File: src/rtl/turn_input_cond_pkg.sv
// Shared types for the turn-switch input conditioner.
// Debounce state encoding and default stability window.
package turn_pkg;

  typedef enum logic [1:0] {
    LOW,
    RISE,
    HIGH,
    FALL
  } deb_state_t;

  localparam int DEBOUNCE_DEFAULT = 4;

endpackage

File: src/rtl/turn_input_cond_if.sv
// Switch-side bundle between the raw turn switches and the
// tail-light FSM: raw levels in, clean levels/events out.
interface turn_input_cond_if;

  logic left_raw;
  logic right_raw;
  logic left;
  logic right;
  logic left_evt;
  logic right_evt;
  logic hazard;

  modport master (
    output left_raw,
    output right_raw,
    input  left,
    input  right,
    input  left_evt,
    input  right_evt,
    input  hazard
  );

  modport slave (
    input  left_raw,
    input  right_raw,
    output left,
    output right,
    output left_evt,
    output right_evt,
    output hazard
  );

endinterface

File: src/rtl/turn_input_cond_debounce.sv
// One switch channel: 2-flop synchronizer, debounce FSM,
// registered clean level and press-event pulse.
module debounce_channel
  import turn_pkg::*;
#(
  parameter int DEBOUNCE_CYCLES = DEBOUNCE_DEFAULT,
  parameter int CNT_W = $clog2(DEBOUNCE_CYCLES + 1)
) (
  input  logic clk,
  input  logic reset,
  input  logic raw,
  output logic level,
  output logic evt,
  output logic level_nxt
);

  localparam logic [CNT_W-1:0] LAST =
    CNT_W'(DEBOUNCE_CYCLES - 1);

  logic             s1;
  logic             s2;
  deb_state_t       state;
  deb_state_t       state_d;
  logic [CNT_W-1:0] cnt;
  logic [CNT_W-1:0] cnt_d;
  logic             evt_d;

  always_comb begin
    state_d = state;
    cnt_d   = cnt;
    unique case (state)
      LOW: begin
        if (s2) begin
          state_d = RISE;
          cnt_d   = '0;
        end
      end
      RISE: begin
        if (!s2) state_d = LOW;
        else if (cnt == LAST) state_d = HIGH;
        else cnt_d = cnt + 1'b1;
      end
      HIGH: begin
        if (!s2) begin
          state_d = FALL;
          cnt_d   = '0;
        end
      end
      FALL: begin
        if (s2) state_d = HIGH;
        else if (cnt == LAST) state_d = LOW;
        else cnt_d = cnt + 1'b1;
      end
      default: begin
        state_d = LOW;
        cnt_d   = '0;
      end
    endcase
  end

  // Level follows the state being entered so it changes on the
  // same edge the FSM accepts the new level.
  assign level_nxt = (state_d == HIGH) || (state_d == FALL);
  assign evt_d     = (state == RISE) && (state_d == HIGH);

  always_ff @(posedge clk) begin
    if (reset) begin
      s1    <= 1'b0;
      s2    <= 1'b0;
      state <= LOW;
      cnt   <= '0;
      level <= 1'b0;
      evt   <= 1'b0;
    end else begin
      s1    <= raw;
      s2    <= s1;
      state <= state_d;
      cnt   <= cnt_d;
      level <= level_nxt;
      evt   <= evt_d;
    end
  end

endmodule

File: src/rtl/turn_input_cond.sv
// Turn-switch input conditioner: two debounced channels plus a
// registered hazard flag aligned with the clean levels.
module turn_input_cond
  import turn_pkg::*;
#(
  parameter int DEBOUNCE_CYCLES = DEBOUNCE_DEFAULT,
  parameter int CNT_W = $clog2(DEBOUNCE_CYCLES + 1)
) (
  input  logic clk,
  input  logic reset,
  turn_input_cond_if.slave bus
);

  logic left_nxt;
  logic right_nxt;

  debounce_channel #(
    .DEBOUNCE_CYCLES (DEBOUNCE_CYCLES),
    .CNT_W           (CNT_W)
  ) u_left (
    .clk       (clk),
    .reset     (reset),
    .raw       (bus.left_raw),
    .level     (bus.left),
    .evt       (bus.left_evt),
    .level_nxt (left_nxt)
  );

  debounce_channel #(
    .DEBOUNCE_CYCLES (DEBOUNCE_CYCLES),
    .CNT_W           (CNT_W)
  ) u_right (
    .clk       (clk),
    .reset     (reset),
    .raw       (bus.right_raw),
    .level     (bus.right),
    .evt       (bus.right_evt),
    .level_nxt (right_nxt)
  );

  always_ff @(posedge clk) begin
    if (reset) bus.hazard <= 1'b0;
    else       bus.hazard <= left_nxt & right_nxt;
  end

endmodule

File: src/flat_wrapper.sv
// flat-port wrapper written by rule: the top's interface ports become plain ports
module turn_input_cond_flat import turn_pkg::*;
#(
  parameter int DEBOUNCE_CYCLES = DEBOUNCE_DEFAULT,
  parameter int CNT_W = $clog2(DEBOUNCE_CYCLES + 1)
)
  (clk, reset, bus_left_raw, bus_right_raw, bus_left, bus_right, bus_left_evt, bus_right_evt, bus_hazard);
  turn_input_cond_if bus_i ();
  input  logic clk;
  input  logic reset;
  input wire logic [$bits(bus_i.left_raw)-1:0] bus_left_raw;
  input wire logic [$bits(bus_i.right_raw)-1:0] bus_right_raw;
  output wire logic [$bits(bus_i.left)-1:0] bus_left;
  output wire logic [$bits(bus_i.right)-1:0] bus_right;
  output wire logic [$bits(bus_i.left_evt)-1:0] bus_left_evt;
  output wire logic [$bits(bus_i.right_evt)-1:0] bus_right_evt;
  output wire logic [$bits(bus_i.hazard)-1:0] bus_hazard;
  assign bus_i.left_raw = bus_left_raw;
  assign bus_i.right_raw = bus_right_raw;
  assign bus_left = bus_i.left;
  assign bus_right = bus_i.right;
  assign bus_left_evt = bus_i.left_evt;
  assign bus_right_evt = bus_i.right_evt;
  assign bus_hazard = bus_i.hazard;
  turn_input_cond #(.DEBOUNCE_CYCLES(DEBOUNCE_CYCLES), .CNT_W(CNT_W)) u_core (.clk(clk), .reset(reset), .bus(bus_i));
endmodule
File: config.mk
export PLATFORM = sky130hd
export DESIGN_NAME = turn_input_cond_flat
export DESIGN_NICKNAME = d
export VERILOG_FILES = /design/src/rtl/turn_input_cond_pkg.sv /design/src/rtl/turn_input_cond_if.sv /design/src/rtl/turn_input_cond_debounce.sv /design/src/rtl/turn_input_cond.sv /design/src/flat_wrapper.sv
export SDC_FILE = /design/constraint.sdc
export NUM_CORES = 1
export LEC_CHECK = 0
export CAP_MARGIN = 20
export CELL_PAD_IN_SITES_DETAIL_PLACEMENT = 1
export CELL_PAD_IN_SITES_GLOBAL_PLACEMENT = 1
export CORE_ASPECT_RATIO = 0.9
export CORE_MARGIN = 5
export CORE_UTILIZATION = 30
export CTS_BUF_LIST = sky130_fd_sc_hd__clkbuf_4 sky130_fd_sc_hd__clkbuf_8
export DETAILED_ROUTE_END_ITERATION = 8
export PLACE_DENSITY_LB_ADDON = 0.1
export SLEW_MARGIN = 20
export SYNTH_ARGS = -nofsm -noshare
export SYNTH_HDL_FRONTEND = slang
export SYNTH_SLANG_ARGS = --single-unit
File: constraint.sdc
create_clock -name clk -period 1.63 [get_ports clk]
set_input_delay 0.489 -clock clk [delete_from_list [all_inputs] [get_ports clk]]
set_output_delay 0.489 -clock clk [all_outputs]
set_load 0.02 [all_outputs]
==> metrics.md <==
| Metric | Value |
|---|---|
| Outcome | completed |
| CP endpoint kind | primary output |
| Clock skew | between 0.004 and 0.005 ns |
| CTS Buffer Depth | 2 |
| Skew-Pair Late Insertion Delay | 0.29 ns |
| Placed insts | about 100 |
| Vias post-DR | approximately 500 |
| Die Span Y | roughly 54 um |
| Critical-path cell list | dlygate4sd2_1 |
| Most frequent cells in the layout | dfxtp_1, a21oi_1, o21ai_0, dlygate4sd2_1 |
| Slowest CP cell | dfxtp_1 |
| Final period utilization | 0.890 |
| Filler cell count | roughly 270 |
| Via-per-instance ratio | 4.75 |
| Worst Hold Depth | 1 |
| Final Hold Viols | 0 |
| Largest net degree at the start of global routing | 18 |
| Unrepaired setup endpoints after global routing | no |
| Clock sinks | 17 |
| Max-slew violation total from the final report | 0 |
| Syn avg cell area | approximately 10 um^2 |
| Final weighted congestion of routability-driven global placement | around 0.64 |
| Mapped cell area | roughly 650 um^2 |
| Most common cell after layout, fill and taps aside | dfxtp_1 |
| Drc violations | 0 |
| Drt first pass iters | 2 |
| Pleak | around 0.32 nW |
| Chip width | about 59 um |
| Starting Density | 0.308 |
| Type of origin of the critical path | flip-flop |
| Die ar. | roughly 0.0032 mm^2 |
| Clock-pin slew on the worst setup and hold paths | about 0.1 ns |
| Hold WC Path Type | reg2reg |
| Antenna violations before repair | 0 |
| Core area | approximately 0.0021 mm^2 |
| Metal3 WL | ~55 um |
| Final setup violation count | 0 |
| Wire per inst | 12.1 um |
| CP max stage delay | between 0.3 and 0.4 ns |
| Final setup margin | between 0.15 and 0.2 ns |
| Routed wl met2 | about 560 um |
| Vias in the first global route | around 500 |
| Cell family contributing the most delay on the critical path | flip-flops |
| Port Buffers | 8 |
| Top Ports | 9 |
| Worst Tran Pin Value | between 0.3 and 0.4 ns |
| Clock Tree Root | clkbuf_4 |
| Fin Hold WS | between 0.4 and 0.5 ns |
| First-pass GRT wire length | between 2000 and 2500 um |
| Maximum fanout along the worst path | 2 |
| Routed Antenna Nets | 0 |
| Crit path depth | 1 |
| CP Class | reg2out |
| Initial DRC count | 8 |
| H-tree levels | 1 |
| Max layer used | met4 |
| Finished Layout Cells | about 110 |
| GRT overflow | 0 |
| Final Power | ~680 uW |
| Worst endpoint required time | 1.14 ns |
| CTS buffer count | 3 |
| Layout cells sized above 1 | 0.103 |
| Post-Route WL | between 1000 and 1500 um |
| Max_slew headroom | 0.777 |
| Synth cell types | 19 |
| Sequential fraction of the synthesis area | 0.520 |
| Synthesized flop and latch total | 17 |
| Nets@finish | slightly below 90 |
| Syn_nets | 72 |
| Synth warn | 0 |
| Final setup TNS | 0 ns |
| Highest clock rate | between 600 and 700 MHz |
| Hold-fix buffers, CTS | 0 |
| Min Tclk post-route | between 1 and 1.5 ns |
| CTS tree | yes |
| FF-to-FF path depth | 5 |
| Synthesis-to-finish area growth | 25.2% |
| Max rail drop VDD | around 0.44 mV |
| Post-DP HPWL | roughly 940 um |
| # diodes | 0 |
| Gr usage total | 0.0972 |
| Post-Place Worst Slack | 0.137 ns |
| Met1 wire length | roughly 640 um |
| Pwr Density | just over 800 mW/mm^2 |
| Data arrival, critical path | between 0.9 and 1 ns |
| Post-Syn Instances | 64 |
| Row cnt | 16 |
| # Max-Cap Violations | 0 |
| CP Buf/Inv Count | 1 |
## area by class of cell
cell class                      count  area (um^2)  share of cell area
Timing Repair Buffer               11          109               0.133
Clock inverter                      1         5.00             0.00611
Inverter                            2         7.51             0.00916
Multi-Input combinational cell     44          302               0.368
Tap cell                           27         33.8              0.0412
Sequential cell                    17          340               0.415
Clock buffer                        3         22.5              0.0275
## power by group
part           internal, mW  total [mW]  switching, mW
Combinational        0.0168      0.0296         0.0129
Clock                0.0913       0.224          0.133
Sequential            0.421       0.426        0.00487
## registers in the layout (all words and copies together) (netlist names)
signal,cells
u_core.u_right.evt,1
u_core.u_left.evt,1
u_core.u_right.s1,1
u_core.u_left.level,1
u_core.u_right.s2,1
u_core.u_left.state,1
u_core.u_left.s1,1
u_core.u_right.cnt,3
u_core.u_left.cnt,3
u_core.u_left.s2,1
u_core.bus.hazard,1
u_core.u_right.state,2
## path summary, 6_finish.rpt
check                                      startpoint               endpoint  slack (ns)
worst max register to register  u_core.u_right.cnt[0]  u_core.u_right.cnt[1]        0.33
worst min register to register      u_core.u_right.s1      u_core.u_right.s2        0.44
worst min-delay path                u_core.u_right.s1      u_core.u_right.s2        0.44
worst max-delay path              u_core.u_left.level               bus_left        0.18
## per-stage QoR
step                instance area (um^2)  utilization
global placement                     798        0.376
global route                         820        0.386
CTS                                  820        0.386
floorplan                            654            -
detailed placement                   798        0.376
finish                               820        0.386
## cells by family (layout without fill, tap and decap cells)
group                    after synthesis  count (layout)  synth area share
AND/OR/NAND/NOR                       21              21             0.205
flip-flops                            17              17             0.520
AO/OA/AOI/OAI                         14              14             0.111
adder cells (fa/ha/maj)                4               4            0.0765
XOR/XNOR                               4               4            0.0535
buffers and inverters                  3              17            0.0191
multiplexers                           1               1            0.0153
## routing by layer
metal / GRT usage / up-vias
met4: 0.0453 / 0
li1: - / 257
met3: 0.0425 / 2
met5: 0 / -
met1: 0.120 / 231
met2: 0.145 / 9
## synthesized netlist by cell type
cell type / number / area, um^2
o21ai_0: 6 / 30.0
nand2_1: 4 / 15.0
xnor2_1: 2 / 17.5
nand4_1: 2 / 12.5
a211oi_1: 1 / 7.51
nor4b_1: 2 / 17.5
nand4b_1: 4 / 35.0
xor2_1: 2 / 17.5
dfxtp_1: 17 / 340
nor2b_1: 4 / 25.0
buf_2: 1 / 5.00
mux2i_1: 1 / 10.0
and2_1: 1 / 6.26
inv_1: 2 / 7.51
nor2_1: 1 / 3.75
and2_4: 1 / 8.76
ha_1: 4 / 50.1
nor3_1: 2 / 10.0
a21oi_1: 7 / 35.0
## what timing repair did
item | 4_1_cts | 5_1_grt
gates resized for setup | 5 | 0
endpoints found under the setup margin | 5 | 0
setup buffers | 0 | 0
(Power assumes the default switching activity.)
